**src/rtl/irq_arbiter_if.sv**
```systemverilog
// Register-bridge and CPU interrupt handshake bundle for irq_arbiter.
// The slave modport is the arbiter side; master is the bridge/CPU side.
interface irq_arbiter_if;
    logic        reg_we;
    logic [1:0]  reg_addr;
    logic [31:0] reg_wdata;
    logic [31:0] reg_rdata;
    logic        int_req;
    logic [2:0]  int_code;
    logic        int_ack;
    logic        int_eret;
    logic        busy;

    modport master (
        output reg_we, reg_addr, reg_wdata, int_ack, int_eret,
        input  reg_rdata, int_req, int_code, busy
    );

    modport slave (
        input  reg_we, reg_addr, reg_wdata, int_ack, int_eret,
        output reg_rdata, int_req, int_code, busy
    );
endinterface

```
**src/rtl/irq_arbiter.sv**
```systemverilog
// Edge-triggered, fixed-priority interrupt arbiter with MASK/PEND/ACTIVE/CTRL registers.
// Define IRQ_ARBITER_SYNC_EN to insert a two-flop synchronizer on every irq_src line.
module irq_arbiter #(
    parameter int NSRC = 6
) (
    input  logic            clk,
    input  logic            reset,
    input  logic [NSRC-1:0] irq_src,
    irq_arbiter_if.slave    bus
);

    typedef enum logic [1:0] {IDLE, REQ, SERVICE} state_t;

    state_t          state_reg;
    logic [NSRC-1:0] src_s;
    logic [NSRC-1:0] prev_reg;
    logic [NSRC-1:0] pend_reg;
    logic [NSRC-1:0] pend_next;
    logic [NSRC-1:0] mask_reg;
    logic [NSRC-1:0] rise;
    logic [NSRC-1:0] clr;
    logic [NSRC-1:0] eligible;
    logic            gie_reg;
    logic            int_req_reg;
    logic [2:0]      int_code_reg;
    logic            busy_reg;
    logic [2:0]      winner;
    logic [1:0]      arm_cnt_reg;
    logic            armed;
    logic            w1c;
    logic            ack_take;
    logic            unused_wdata;

`ifdef IRQ_ARBITER_SYNC_EN
    localparam int ARM_DEPTH = 3;
    logic [NSRC-1:0] sync1_reg;
    logic [NSRC-1:0] sync2_reg;

    always_ff @(posedge clk or negedge reset) begin
        if (!reset) begin
            sync1_reg <= '0;
            sync2_reg <= '0;
        end else begin
            sync1_reg <= irq_src;
            sync2_reg <= sync1_reg;
        end
    end
    assign src_s = sync2_reg;
`else
    localparam int ARM_DEPTH = 1;
    assign src_s = irq_src;
`endif

    // Edge detection stays disarmed until prev holds a real sample of the line,
    // so a source already high at reset release is not seen as a new edge.
    assign armed    = (arm_cnt_reg == 2'(ARM_DEPTH));
    assign eligible = pend_reg & mask_reg;
    assign w1c      = bus.reg_we && (bus.reg_addr == 2'd1);
    assign ack_take = (state_reg == REQ) && bus.int_ack && gie_reg && (eligible != '0);
    assign unused_wdata = ^bus.reg_wdata;

    genvar gi;
    generate
        for (gi = 0; gi < NSRC; gi++) begin : g_src
            assign rise[gi]      = armed & src_s[gi] & ~prev_reg[gi];
            assign clr[gi]       = (w1c & bus.reg_wdata[gi])
                                 | (ack_take & (int_code_reg == 3'(gi)));
            // A new edge wins over any clear in the same cycle.
            assign pend_next[gi] = rise[gi] | (pend_reg[gi] & ~clr[gi]);
        end
    endgenerate

    always_comb begin
        winner = 3'd0;
        for (int i = NSRC - 1; i >= 0; i--) begin
            if (eligible[i]) winner = 3'(i);
        end
    end

    always_ff @(posedge clk or negedge reset) begin
        if (!reset) begin
            prev_reg    <= '0;
            pend_reg    <= '0;
            mask_reg    <= '0;
            gie_reg     <= 1'b0;
            arm_cnt_reg <= 2'd0;
        end else begin
            prev_reg <= src_s;
            pend_reg <= pend_next;
            if (!armed) arm_cnt_reg <= arm_cnt_reg + 2'd1;
            if (bus.reg_we && bus.reg_addr == 2'd0) mask_reg <= bus.reg_wdata[NSRC-1:0];
            if (bus.reg_we && bus.reg_addr == 2'd3) gie_reg  <= bus.reg_wdata[0];
        end
    end

    always_ff @(posedge clk or negedge reset) begin
        if (!reset) begin
            state_reg    <= IDLE;
            int_req_reg  <= 1'b0;
            int_code_reg <= 3'd0;
            busy_reg     <= 1'b0;
        end else begin
            case (state_reg)
                IDLE: begin
                    if (gie_reg && eligible != '0) begin
                        state_reg    <= REQ;
                        int_req_reg  <= 1'b1;
                        int_code_reg <= winner;
                    end
                end
                REQ: begin
                    if (!gie_reg || eligible == '0) begin
                        state_reg   <= IDLE;
                        int_req_reg <= 1'b0;
                    end else if (bus.int_ack) begin
                        state_reg   <= SERVICE;
                        int_req_reg <= 1'b0;
                        busy_reg    <= 1'b1;
                    end else begin
                        int_code_reg <= winner;
                    end
                end
                SERVICE: begin
                    if (bus.int_eret) begin
                        state_reg <= IDLE;
                        busy_reg  <= 1'b0;
                    end
                end
                default: begin
                    state_reg   <= IDLE;
                    int_req_reg <= 1'b0;
                    busy_reg    <= 1'b0;
                end
            endcase
        end
    end

    always_comb begin
        bus.reg_rdata = 32'd0;
        case (bus.reg_addr)
            2'd0:    bus.reg_rdata = 32'(mask_reg);
            2'd1:    bus.reg_rdata = 32'(pend_reg);
            2'd2:    bus.reg_rdata = {busy_reg, 28'd0, int_code_reg};
            default: bus.reg_rdata = {31'd0, gie_reg};
        endcase
    end

    assign bus.int_req  = int_req_reg;
    assign bus.int_code = int_code_reg;
    assign bus.busy     = busy_reg;

endmodule

```
**src/flat_wrapper.sv**
```systemverilog
// flat-port wrapper written by rule: the top's interface ports become plain ports
module irq_arbiter_flat 
#(
    parameter int NSRC = 6
)
  (clk, reset, irq_src, bus_reg_we, bus_reg_addr, bus_reg_wdata, bus_int_ack, bus_int_eret, bus_reg_rdata, bus_int_req, bus_int_code, bus_busy);
  irq_arbiter_if bus_i ();
  input  logic clk;
  input  logic reset;
  input  logic [NSRC-1:0] irq_src;
  input wire logic [$bits(bus_i.reg_we)-1:0] bus_reg_we;
  input wire logic [$bits(bus_i.reg_addr)-1:0] bus_reg_addr;
  input wire logic [$bits(bus_i.reg_wdata)-1:0] bus_reg_wdata;
  input wire logic [$bits(bus_i.int_ack)-1:0] bus_int_ack;
  input wire logic [$bits(bus_i.int_eret)-1:0] bus_int_eret;
  output wire logic [$bits(bus_i.reg_rdata)-1:0] bus_reg_rdata;
  output wire logic [$bits(bus_i.int_req)-1:0] bus_int_req;
  output wire logic [$bits(bus_i.int_code)-1:0] bus_int_code;
  output wire logic [$bits(bus_i.busy)-1:0] bus_busy;
  assign bus_i.reg_we = bus_reg_we;
  assign bus_i.reg_addr = bus_reg_addr;
  assign bus_i.reg_wdata = bus_reg_wdata;
  assign bus_i.int_ack = bus_int_ack;
  assign bus_i.int_eret = bus_int_eret;
  assign bus_reg_rdata = bus_i.reg_rdata;
  assign bus_int_req = bus_i.int_req;
  assign bus_int_code = bus_i.int_code;
  assign bus_busy = bus_i.busy;
  irq_arbiter #(.NSRC(NSRC)) u_core (.clk(clk), .reset(reset), .irq_src(irq_src), .bus(bus_i));
endmodule
```
**config.mk**
```make
export PLATFORM = sky130hd
export DESIGN_NAME = irq_arbiter_flat
export DESIGN_NICKNAME = d
export VERILOG_FILES = /design/src/rtl/irq_arbiter_if.sv /design/src/rtl/irq_arbiter.sv /design/src/flat_wrapper.sv
export SDC_FILE = /design/constraint.sdc
export NUM_CORES = 1
export LEC_CHECK = 0
export ABC_AREA = 1
export CAP_MARGIN = 20
export CORE_AREA = 8 8 71 73
export CTS_BUF_LIST = sky130_fd_sc_hd__clkbuf_4
export DETAILED_ROUTE_END_ITERATION = 12
export DIE_AREA = 0 0 79 81
export GPL_TIMING_DRIVEN = 0
export PLACE_DENSITY = 0.89
export REMOVE_ABC_BUFFERS = 1
export SKIP_CTS_REPAIR_TIMING = 1
export SLEW_MARGIN = 0
export SYNTH_ARGS = -nofsm -noshare
export SYNTH_HDL_FRONTEND = slang
export SYNTH_SLANG_ARGS = --single-unit
```
**constraint.sdc**
```tcl
create_clock -name clk -period 1.3 [get_ports clk]
set_clock_uncertainty 0.05 [all_clocks]
set_input_delay 0.26 -clock clk [delete_from_list [all_inputs] [get_ports clk]]
set_output_delay 0.26 -clock clk [all_outputs]
set_load 0.1 [all_outputs]
```
==> impl_metrics.csv <==
group,metric,value,unit
detailed_routing,drc,0,
power_and_ir_drop,leakage,1.02,nW
die,die_w,79,um
critical_path,rrSetupSlack,-0.14,ns
placement,port_buffers,30,
timing,slew-limit-headroom,63.4,%
hold_path,hold_path_class,"input pin to asynchronous set/reset pin",
layout,seq_area,702,um2
die,core,0.00391,mm2
logic_synthesis,ys.flop_type,"dfrtp_1",
logic_synthesis,synth_cell_types,25,
global_routing,grt_usage,10.5,%
outcome,outcome,"finished, violations left",
clock_tree,clockRootBuffer,"clkbuf_4",
layout,drive_gt1_share,31.6,%
placement,dpl_cell_area,0.00185,mm2
critical_path,r2r-start,"u_core.state_reg[1]",
die,ios,82,
global_routing,grt_first_pass_wirelength,5490,um
clock_tree,clockBufferDepth,2,
critical_path,rr_endpoint,"u_core.pend_reg[2]",
global_routing,antenna_found_initial,0,
critical_path,worstSetupEndpointType,"primary output",
layout,finalCoreUtilization,55.3,%
power_and_ir_drop,p_switching,2.11,mW
logic_synthesis,synth_commonest_cells,"45 x nand2_1, 28 x dfrtp_1, 25 x buf_4, 14 x nand3_1, 11 x inv_1",
detailed_routing,wl_per_cell,14.5,um
logic_synthesis,yosysTopAreaCell,"dfrtp_1",
critical_path,cp_cell_sequence,"inv_2, o21ai_2, a21oi_1, o21ai_1, clkbuf_8",
timing,worst_pin_slew,0.547,ns
layout,diodes,0,
layout,multi_input_area,795,um2
power_and_ir_drop,comb_power_share,58.1,%
power_and_ir_drop,swShare,50.0,%
logic_synthesis,ys_ff_latch,28,
timing,rsz0062_at_grt,"yes",
logic_synthesis,yosysWarnings,0,
clock_tree,numCtsBuffers,3,
detailed_routing,ant_nets,0,
placement,dpl.hpwl,2710,um
timing,tns,-3.49,ns
critical_path,cpPeakStageDelay,0.43,ns
die,die_area,0.00640,mm2
power_and_ir_drop,vdd_ir_drop_max,1.27,mV
logic_synthesis,synth_edf_count,0,
clock_tree,cts.sinks,28,
placement,dp.cells,256,
layout,area_growth,38.9,%
timing,max_freq,592,MHz
timing,drv_slew,0,
critical_path,cp-start-kind,"flip-flop",
timing,period_share,130,%
logic_synthesis,yosysTopAreaCellShare,45.0,%
detailed_routing,num_vias,1312,
timing,min_period,1.69,ns
detailed_routing,via_per_inst,4.77,
global_routing,grt_pass1_vias,1262,
critical_path,critical_path_class,"flip-flop to primary output",
clock_tree,clock_latency,0.34,ns
die,die_h,81,um
global_routing,grt_overflow_total,0,
critical_path,cp.buffers_inverters,2,
detailed_routing,drt_iter0_markers,86,
power_and_ir_drop,clkPwrFrac,13.8,%
critical_path,crit_path_top_delay_cell,"dfrtp_1",
logic_synthesis,syn_avg_cell_area,8.80,um2
power_and_ir_drop,power.share.sequential,28.1,%
timing,setup_ws,-0.389,ns
critical_path,cp_data_required_time,0.99,ns
critical_path,critPathArrivalTime,1.38,ns
logic_synthesis,postSynthCellCount,177,
critical_path,cp_max_fo,4,
logic_synthesis,async_flop_share,100,%
detailed_routing,drt-pass1-iter-count,4,
layout,stdcell_area,0.00216,mm2
placement,pre_cts_slack,-1.81,ns
timing,setup_violations,22,
die,rows,23,
layout,nFillCells,338,
critical_path,crit_family,"flip-flops",
power_and_ir_drop,intPower,2.11,mW
layout,nNetsFinal,272,
logic_synthesis,synthTopCellsByArea,"dfrtp_1 45%, buf_4 12%, nand2_1 11%",
layout,final_cells,275,
critical_path,reg2reg_depth,6,
global_routing,grt_start_max_net_pins,20,
placement,place.gp.congestion,0.906,
timing,hold_viol_final,0,
clock_tree,tritoncts,"yes",
detailed_routing,routed_wl,3990,um
logic_synthesis,seq_area_frac_synth,45.0,%
clock_tree,clk_pin_slew,0.15,ns
job,maxCapViolations,0,
clock_tree,htreeDepth,1,
die,initial_core_util,39.8,%
power_and_ir_drop,power_density,1950,mW/mm2
logic_synthesis,synth_area,0.00156,mm2
outcome,violations,"negative setup slack",
logic_synthesis,yosysMostFrequentCell,"nand2_1",
==> power groups by stage <==
stage | registers [mW] | clock network, mW | logic, mW
global placement | 1.17 | 0 | 1.87
CTS | 1.16 | 0.586 | 1.90
detailed placement | 1.18 | 0 | 1.90
floorplan | 1.67 | 0 | 0.982
finish | 1.19 | 0.583 | 2.45
global route | 1.21 | 0.621 | 2.57
==> cell families after synthesis <==
kind of cell	Yosys count	share of synthesized area (%)
xor+xnor	1	0.562
flops	28	45.0
buf+inv	38	15.2
fa+ha+maj	1	0.803
compound gates	16	6.18
other cells	1	0.241
simple gates	87	28.4
mux	5	3.61
==> cell usage in the layout, fill, tap and decap left out <==
master,count
clkdlybuf4s50_1,16
nand4_1,6
bufinv_16,1
mux2_2,5
nor2_1,5
nor3b_4,1
xnor2_1,1
nand2_2,7
o21ai_1,1
nand3b_1,6
o21ai_2,2
inv_1,5
nand2_4,7
o21ai_0,5
clkbuf_8,1
clkbuf_4,3
a21oi_1,3
buf_4,11
buf_16,1
inv_2,7
clkbuf_2,2
dfrtp_2,1
buf_6,6
nand2_1,35
buf_8,3
ha_1,1
nor2_2,1
or2_2,1
nand3_1,13
a22o_1,3
nand3_2,1
o211ai_1,2
nor3b_2,1
buf_12,5
dfrtp_1,27
conb_1,25
nor2_4,4
==> how the worst max path moves through the flow <==
stage | startpoint | to | cells past startpoint
finish | u_core.bus.int_code[0] | bus_reg_rdata[0] | 5
global route | u_core.bus.int_code[0] | bus_reg_rdata[0] | 5
CTS | bus_reg_addr[0] | bus_reg_rdata[0] | 8
detailed placement | bus_reg_addr[0] | bus_reg_rdata[0] | 8
global placement | bus_reg_addr[0] | bus_reg_rdata[0] | 8
floorplan | u_core.bus.int_code[2] | bus_reg_rdata[2] | 2
==> stage by stage <==
stage / hold slack (ns) / total power [mW]
2_1_floorplan: -0.0856 / 2.65
3_3_place_gp: 0.404 / 3.04
3_5_place_dp: 0.425 / 3.08
4_1_cts: 0.226 / 3.65
5_1_grt: 0.225 / 4.40
6_report: 0.198 / 4.23
==> routing by layer <==
layer  GRT usage [%]  up-vias  wire length [um]
met5               0        -                 0
met4            2.96        0                52
met3            3.75        6               347
met2            18.8       56              2130
met1            11.5      620              1460
li1                -      630                 -
==> cell type report <==
class,instances,share of cell area (%)
Inverter,12,2.08
Tap cell,50,2.89
Clock buffer,3,1.04
Sequential cell,28,32.4
Clock inverter,1,1.39
Multi-Input combinational cell,136,36.7
Timing Repair Buffer,45,23.4
==> worst register-to-register path: cells and delay by family (launching register included) <==
| kind | cells | cell delay, ns |
|---|---|---|
| buf+inv | 1 | 0.10 |
| simple gates | 5 | 0.74 |
| flops | 1 | 0.45 |
(Power assumes the default switching activity.)
